### src/rtl/muldiv_pkg.sv
// Shared encodings for the iterative HI/LO multiply/divide unit.
//   op_e    : Op port encoding (MULT, MULTU, DIV, DIVU)
//   state_e : control FSM states
//   helpers : decode of the Op field into divide / signed flags
package muldiv_pkg;

   typedef enum logic [1:0] {
      OP_MULT  = 2'b00,
      OP_MULTU = 2'b01,
      OP_DIV   = 2'b10,
      OP_DIVU  = 2'b11
   } op_e;

   typedef enum logic [1:0] {
      ST_IDLE = 2'b00,
      ST_RUN  = 2'b01,
      ST_FIX  = 2'b10
   } state_e;

   // Op[1] selects divide, Op[0] selects the unsigned variant.
   function automatic logic op_is_div(input logic [1:0] op);
      return op[1];
   endfunction

   function automatic logic op_is_signed(input logic [1:0] op);
      return ~op[0];
   endfunction

endpackage

### src/rtl/muldiv_step.sv
// One iteration of the multiply/divide datapath (purely combinational).
//   i_is_div : 1 = restoring-divide step, 0 = shift-add multiply step
//   i_hi     : upper accumulator (multiply) / partial remainder (divide), WIDTH+1 bits
//   i_lo     : multiplier bits still to consume / dividend bits still to shift in
//   i_b      : multiplicand / divisor magnitude
//   o_hi/o_lo: state after this iteration
module muldiv_step #(
   parameter int WIDTH = 32
) (
   input  logic             i_is_div,
   input  logic [WIDTH:0]   i_hi,
   input  logic [WIDTH-1:0] i_lo,
   input  logic [WIDTH-1:0] i_b,
   output logic [WIDTH:0]   o_hi,
   output logic [WIDTH-1:0] o_lo
);

   logic [WIDTH:0] w_sum;
   logic [WIDTH:0] w_rem_sh;
   logic [WIDTH:0] w_diff;
   logic           w_ge;

   always_comb begin
      // Multiply: add multiplicand when the current multiplier bit is set,
      // then shift the whole {hi,lo} accumulator right by one. The carry
      // out of the add lands in the top of the shifted upper half.
      w_sum    = i_hi + (i_lo[0] ? {1'b0, i_b} : '0);

      // Divide: shift the next dividend bit into the remainder and try to
      // subtract the divisor; keep the difference only if it did not go negative.
      w_rem_sh = {i_hi[WIDTH-1:0], i_lo[WIDTH-1]};
      w_ge     = (w_rem_sh >= {1'b0, i_b});
      w_diff   = w_rem_sh - {1'b0, i_b};

      if (i_is_div) begin
         o_hi = w_ge ? w_diff : w_rem_sh;
         o_lo = {i_lo[WIDTH-2:0], w_ge};
      end else begin
         o_hi = {1'b0, w_sum[WIDTH:1]};
         o_lo = {w_sum[0], i_lo[WIDTH-1:1]};
      end
   end

endmodule

### src/rtl/muldiv_unit_iter.sv
// Iterative HI/LO multiply/divide unit; owns the HI and LO registers.
//   Clk, Rst          : clock, asynchronous active-high reset
//   Start, Op         : request (sampled in IDLE only) and operation select
//   Src_A, Src_B      : multiplicand/dividend, multiplier/divisor
//   Abort             : cancel the in-flight operation
//   HI_write, LO_write, HILO_wdata : MTHI / MTLO
//   HILO_read         : ID stage holds MFHI/MFLO
//   HI, LO            : architectural HI/LO
//   Busy, Done        : operation in flight / one-cycle completion pulse
//   Div_by_zero       : pulses with Done for a divide by zero
//   Stall_req         : Busy & (HILO_read | Start)
module muldiv_unit_iter
   import muldiv_pkg::*;
#(
   parameter int WIDTH = 32
) (
   input  logic             Clk,
   input  logic             Rst,
   input  logic             Start,
   input  logic [1:0]       Op,
   input  logic [WIDTH-1:0] Src_A,
   input  logic [WIDTH-1:0] Src_B,
   input  logic             Abort,
   input  logic             HI_write,
   input  logic             LO_write,
   input  logic [WIDTH-1:0] HILO_wdata,
   input  logic             HILO_read,
   output logic [WIDTH-1:0] HI,
   output logic [WIDTH-1:0] LO,
   output logic             Busy,
   output logic             Done,
   output logic             Div_by_zero,
   output logic             Stall_req
);

   localparam int CNT_W = $clog2(WIDTH + 1);

   state_e             r_state, w_nstate;
   logic [CNT_W-1:0]   r_cnt;
   logic               r_is_div;
   logic               r_neg_q;     // product / quotient must be negated
   logic               r_neg_r;     // remainder takes the dividend's sign
   logic               r_dbz;       // latched divisor == 0 for a divide
   logic [WIDTH-1:0]   r_b;
   logic [WIDTH:0]     r_acc_hi;
   logic [WIDTH-1:0]   r_acc_lo;
   logic [WIDTH-1:0]   r_hi, r_lo;
   logic               r_done, r_dz_pulse;

   logic               w_accept, w_step, w_finish;
   logic               w_a_neg, w_b_neg;
   logic [WIDTH-1:0]   w_a_mag, w_b_mag;
   logic [WIDTH:0]     w_step_hi;
   logic [WIDTH-1:0]   w_step_lo;
   logic [2*WIDTH-1:0] w_prod, w_prod_fix;
   logic [WIDTH-1:0]   w_quo_fix, w_rem_fix;
   logic [WIDTH-1:0]   w_res_hi, w_res_lo;

   // ---------------- control FSM ----------------
   always_ff @(posedge Clk or posedge Rst) begin
      if (Rst) r_state <= ST_IDLE;
      else     r_state <= w_nstate;
   end

   always_comb begin
      w_nstate = r_state;
      w_accept = 1'b0;
      w_step   = 1'b0;
      w_finish = 1'b0;
      case (r_state)
         ST_IDLE: begin
            if (Start) begin
               w_nstate = ST_RUN;
               w_accept = 1'b1;
            end
         end
         ST_RUN: begin
            w_step = 1'b1;
            // The counter reaches WIDTH on the same edge as the last step.
            if (r_cnt == CNT_W'(WIDTH - 1)) w_nstate = ST_FIX;
         end
         ST_FIX: begin
            w_nstate = ST_IDLE;
            w_finish = 1'b1;
         end
         default: w_nstate = ST_IDLE;
      endcase
      // Abort cancels everything, including a Start presented in IDLE.
      if (Abort) begin
         w_nstate = ST_IDLE;
         w_accept = 1'b0;
         w_step   = 1'b0;
         w_finish = 1'b0;
      end
   end

   // ---------------- operand magnitudes ----------------
   always_comb begin
      w_a_neg = op_is_signed(Op) & Src_A[WIDTH-1];
      w_b_neg = op_is_signed(Op) & Src_B[WIDTH-1];
      w_a_mag = w_a_neg ? -Src_A : Src_A;
      w_b_mag = w_b_neg ? -Src_B : Src_B;
   end

   muldiv_step #(.WIDTH(WIDTH)) u_step (
      .i_is_div (r_is_div),
      .i_hi     (r_acc_hi),
      .i_lo     (r_acc_lo),
      .i_b      (r_b),
      .o_hi     (w_step_hi),
      .o_lo     (w_step_lo)
   );

   // ---------------- iteration datapath ----------------
   // Both operations use the same layout: lo starts as |A| (multiplier or
   // dividend), b holds |B| (multiplicand or divisor), hi starts at zero.
   always_ff @(posedge Clk or posedge Rst) begin
      if (Rst) begin
         r_cnt    <= '0;
         r_is_div <= 1'b0;
         r_neg_q  <= 1'b0;
         r_neg_r  <= 1'b0;
         r_dbz    <= 1'b0;
         r_b      <= '0;
         r_acc_hi <= '0;
         r_acc_lo <= '0;
      end else if (w_accept) begin
         r_cnt    <= '0;
         r_is_div <= op_is_div(Op);
         r_neg_q  <= w_a_neg ^ w_b_neg;
         r_neg_r  <= w_a_neg;
         r_dbz    <= op_is_div(Op) & (Src_B == '0);
         r_b      <= w_b_mag;
         r_acc_hi <= '0;
         r_acc_lo <= w_a_mag;
      end else if (w_step) begin
         r_cnt    <= r_cnt + 1'b1;
         r_acc_hi <= w_step_hi;
         r_acc_lo <= w_step_lo;
      end
   end

   // ---------------- sign fix-up ----------------
   // Divide by zero leaves |A| in the remainder, so the sign fix already
   // gives back A; only the quotient needs forcing to all-ones.
   always_comb begin
      w_prod     = {r_acc_hi[WIDTH-1:0], r_acc_lo};
      w_prod_fix = r_neg_q ? -w_prod : w_prod;
      w_quo_fix  = r_neg_q ? -r_acc_lo : r_acc_lo;
      w_rem_fix  = r_neg_r ? -r_acc_hi[WIDTH-1:0] : r_acc_hi[WIDTH-1:0];
      if (r_is_div) begin
         w_res_hi = w_rem_fix;
         w_res_lo = r_dbz ? '1 : w_quo_fix;
      end else begin
         w_res_hi = w_prod_fix[2*WIDTH-1:WIDTH];
         w_res_lo = w_prod_fix[WIDTH-1:0];
      end
   end

   // ---------------- HI/LO and pulses ----------------
   // Completion has priority over a same-edge MTHI/MTLO.
   always_ff @(posedge Clk or posedge Rst) begin
      if (Rst) begin
         r_hi       <= '0;
         r_lo       <= '0;
         r_done     <= 1'b0;
         r_dz_pulse <= 1'b0;
      end else begin
         r_done     <= w_finish;
         r_dz_pulse <= w_finish & r_is_div & r_dbz;
         if (w_finish) begin
            r_hi <= w_res_hi;
            r_lo <= w_res_lo;
         end else begin
            if (HI_write) r_hi <= HILO_wdata;
            if (LO_write) r_lo <= HILO_wdata;
         end
      end
   end

   assign HI          = r_hi;
   assign LO          = r_lo;
   assign Busy        = (r_state != ST_IDLE);
   assign Done        = r_done;
   assign Div_by_zero = r_dz_pulse;
   assign Stall_req   = Busy & (HILO_read | Start);

endmodule

### config.mk
export PLATFORM = sky130hd
export DESIGN_NAME = muldiv_unit_iter
export DESIGN_NICKNAME = d
export VERILOG_FILES = /design/src/rtl/muldiv_pkg.sv /design/src/rtl/muldiv_step.sv /design/src/rtl/muldiv_unit_iter.sv
export SDC_FILE = /design/constraint.sdc
export NUM_CORES = 1
export LEC_CHECK = 0
export CAP_MARGIN = 15
export CORE_MARGIN = 10
export CORE_UTILIZATION = 37
export DETAILED_ROUTE_END_ITERATION = 12
export HOLD_SLACK_MARGIN = 0.05
export MAX_ROUTING_LAYER = met4
export PLACE_DENSITY = 0.53
export RECOVER_POWER = 50
export SLEW_MARGIN = 20
export SYNTH_ARGS = -nofsm -noshare
export SYNTH_HDL_FRONTEND = slang
export SYNTH_SLANG_ARGS = --single-unit
### constraint.sdc
create_clock -name Clk -period 10.9 [get_ports Clk]
set_input_delay 1.09 -clock Clk [delete_from_list [all_inputs] [get_ports Clk]]
set_output_delay 1.09 -clock Clk [all_outputs]
set_load 0.05 [all_outputs]
==> run summary <==
via count: 13700
number of nets in the synthesized netlist: 1914
TNS Setup: 0 ps
CP max stage delay: 2810 ps
unique cell type count in the Yosys netlist: 77
Setup Crit Path Kind: input port to async pin
Avg Synthesized Cell Area: 8.32 um2
number of synthesized flops with an enable pin: 0
CTS clock-pin slew for the worst setup and hold paths: 70 ps
Sequential cell area: 4380 um2
# Max-Cap Violations: 5
first-pass GRT wire length: 79400 um
top-area cell type share of the netlist area: 30.3%
cells taking the most area after synthesis: sky130_fd_sc_hd__dfrtp_1 30%, sky130_fd_sc_hd__mux2i_1 7.7%, sky130_fd_sc_hd__o21ai_0 6.4%, sky130_fd_sc_hd__ha_1 6.0%, sky130_fd_sc_hd__xor2_1 5.5%
fraction of layout cells with a size suffix above 1: 4.10%
global-route congestion overflow total: 0
CP Cell Sequence: dlygate4sd3_1, clkinvlp_2, clkbuf_1, buf_4
kind of end point of the critical path: async pin
die boundary width: 218 um
maximum clock skew at final layout: 14.5 ps
H-Tree Depth: 4
post-CTS setup-driven buffer insertion count: 0
setup repair after global routing missed its margin: no
count of yosys warnings during synthesis: 0
register-to-register path setup slack: 5680 ps
number of buffers added by the clock tree synthesis step: 17
static leakage power: 0.00722 uW
DR WL/cell: 21.7 um
Fill cells: 3899
most frequent cells in the layout: 184 x sky130_fd_sc_hd__o21ai_0, 174 x sky130_fd_sc_hd__dfrtp_1, 173 x sky130_fd_sc_hd__nand2_1
Detail Route Antenna Nets: 0
total wirelength of the detailed-routed design: 51500 um
All-Layer GR Usage: 21.9%
clock tree from TritonCTS: yes
DRC violation total after the first TritonRoute iteration: 1041
most common cell after layout, fill and taps aside: sky130_fd_sc_hd__o21ai_0
total power divided by cell area: 227 nW/um2
HPWL after DPL: 39400 um
class of the most critical hold timing path: register to register
largest net degree at the start of global routing: 91
max_slew headroom: -159%
gate count of the mapped netlist: 1738
TritonRoute pass-1 iters: 5
run status: finished with violations
Yosys top cell by area: sky130_fd_sc_hd__dfrtp_1
number of hold buffers added after CTS: 0
slowest cell on the critical path: sky130_fd_sc_hd__clkbuf_1
multi-input gate area in the final layout: 9460 um2
arrival time of the worst setup path: 6680 ps
DR vias/cell: 5.76
routability congestion estimate from global placement: 0.972
WP data required: 11340 ps
TritonCTS Sinks: 175
utilization of the core after routing: 44.2%
share of the yosys chip area belonging to registers: 30.3%
most used flip-flop cell after synthesis: sky130_fd_sc_hd__dfrtp_1
violated checks: capacitance limit, slew limit
I/O pins: 173
core box area: 38600 um2
total of endpoints with negative setup slack in the final report: 0
cell at the root of the clock tree: sky130_fd_sc_hd__clkbuf_16
Residual DRC: 0
post-CTS sizing: 0
full die area: 47400 um2
Post-layout nets: 2016
final max-slew violation count: 343
Async SR Flop Fraction: 100%
hold violation total from the final report: 0
share of the cycle needed by the critical path after routing: 57.2%
area of the mapped netlist: 14500 um2
hold slack final: 481 ps
clock insertion delay at the later pin of the skew report: 460 ps
number of I/O port buffers: 172
initial core utilization: 37.4%
startpoint class of the critical path: input port
worst IR drop on VDD: 0.000142 V
clk buf depth: 2
Worst-Margin Slew: 3890 ps
antenna violations before repair: 3
maximum clock rate: 160 MHz
# rows: 72
Synth-to-Final Area Change: 18.2%
fin crit period: 6240 ps
total of flip-flops plus latches after synthesis: 175
number of global-route vias before repair: 13100
die outline height: 218 um
biggest fanout along the worst timing path: 70
==> through the flow <==
step	std cells	cell area (um2)	power, uW	setup slack, ps
2_1_floorplan	1738	14500	2580	5060
3_3_place_gp	2339	16500	3230	6860
3_5_place_dp	2339	16500	3230	6780
4_1_cts	2371	17100	3870	6980
5_1_grt	2373	17100	4150	3580
6_report	2373	17100	3880	4660
==> flip-flops by register name (all words and copies together), names as in the netlist <==
name         cells
r_cnt            6
r_neg_r          1
r_dbz            1
Div_by_zero      1
Done             1
LO              32
r_is_div         1
r_acc_lo        32
r_b             32
r_state          2
r_acc_hi        33
r_neg_q          1
HI              32
==> Yosys cell counts (4+ instances only) <==
master	number
sky130_fd_sc_hd__a211o_1	6
sky130_fd_sc_hd__a211oi_1	13
sky130_fd_sc_hd__a21boi_0	4
sky130_fd_sc_hd__a21o_1	21
sky130_fd_sc_hd__a21oi_1	104
sky130_fd_sc_hd__a221o_1	5
sky130_fd_sc_hd__a22oi_1	45
sky130_fd_sc_hd__a31o_2	5
sky130_fd_sc_hd__a31oi_1	23
sky130_fd_sc_hd__a41oi_1	6
sky130_fd_sc_hd__and2_1	10
sky130_fd_sc_hd__and3_1	16
sky130_fd_sc_hd__buf_1	11
sky130_fd_sc_hd__clkbuf_1	84
sky130_fd_sc_hd__dfrtp_1	175
sky130_fd_sc_hd__ha_1	69
sky130_fd_sc_hd__inv_1	63
sky130_fd_sc_hd__mux2i_1	111
sky130_fd_sc_hd__nand2_1	173
sky130_fd_sc_hd__nand2b_1	20
sky130_fd_sc_hd__nand3_1	30
sky130_fd_sc_hd__nand3b_1	6
sky130_fd_sc_hd__nand4_1	11
sky130_fd_sc_hd__nor2_1	108
sky130_fd_sc_hd__nor2b_1	19
sky130_fd_sc_hd__nor3_1	36
sky130_fd_sc_hd__nor4_1	14
sky130_fd_sc_hd__o211ai_1	34
sky130_fd_sc_hd__o21a_1	10
sky130_fd_sc_hd__o21ai_0	184
sky130_fd_sc_hd__o21ai_1	4
sky130_fd_sc_hd__o21bai_1	8
sky130_fd_sc_hd__o221ai_1	10
sky130_fd_sc_hd__o22ai_1	8
sky130_fd_sc_hd__o31ai_1	25
sky130_fd_sc_hd__o41ai_1	12
sky130_fd_sc_hd__or2_2	8
sky130_fd_sc_hd__or3_1	16
sky130_fd_sc_hd__or4_1	6
sky130_fd_sc_hd__xnor2_1	82
sky130_fd_sc_hd__xor2_1	90
==> worst max-delay path, delay by kind of cell <==
family,cells,cell delay [ps]
buffers and inverters,4,5520
==> path summary, 6_finish.rpt <==
check,from,to,depth (start not counted)
worst max-delay path,Rst,HI[21]$_DFFE_PP0P_,4
worst min-delay path,r_b[14]$_DFFE_PP0P_,r_b[14]$_DFFE_PP0P_,2
worst max register to register,r_state[1]$_DFFE_PP0P_,r_acc_hi[28]$_DFFE_PP0P_,9
worst min register to register,r_b[14]$_DFFE_PP0P_,r_b[14]$_DFFE_PP0P_,2
max in group Clk,Abort,r_acc_hi[28]$_DFFE_PP0P_,10
min in group asynchronous,Rst,r_acc_lo[7]$_DFFE_PP0P_,2
==> kinds of logic (layout without fill, tap and decap cells) <==
group                    Yosys count  in the layout  synth area share, %
XOR/XNOR                         172            172                 10.4
multiplexers                     111            111                 7.68
flip-flops                       175            175                 30.3
AO/OA/AOI/OAI                    549            549                 24.0
buffers and inverters            165            280                 4.45
AND/OR/NAND/NOR                  495            495                 16.9
adder cells (fa/ha/maj)           71             71                 6.25
other                              0              2                    0
==> power breakdown <==
| part | internal [uW] | total (uW) | switching, uW |
|---|---|---|---|
| Combinational | 869 | 2180 | 1310 |
| Clock | 326 | 624 | 297 |
| Sequential | 787 | 1080 | 292 |
==> metal layers <==
layer,part of all wire (%),track usage (%),vias to the layer above
met3,5.8,2.97,38
met1,49,31.5,6630
met4,1.0,4.29,0
met5,0,-,-
li1,-,-,6534
met2,44,32.1,467
==> area by class of cell <==
class                   instances  share of cell area [%]
diodes                          2                  0.0293
clock buffers                  20                    2.61
clock inverters                12                   0.717
inverters                      63                    1.39
multi-input cells            1398                    55.4
flip-flops and latches        175                    25.6
well taps                     518                    3.79
repair buffers                185                    10.5
(Power assumes the default switching activity.)
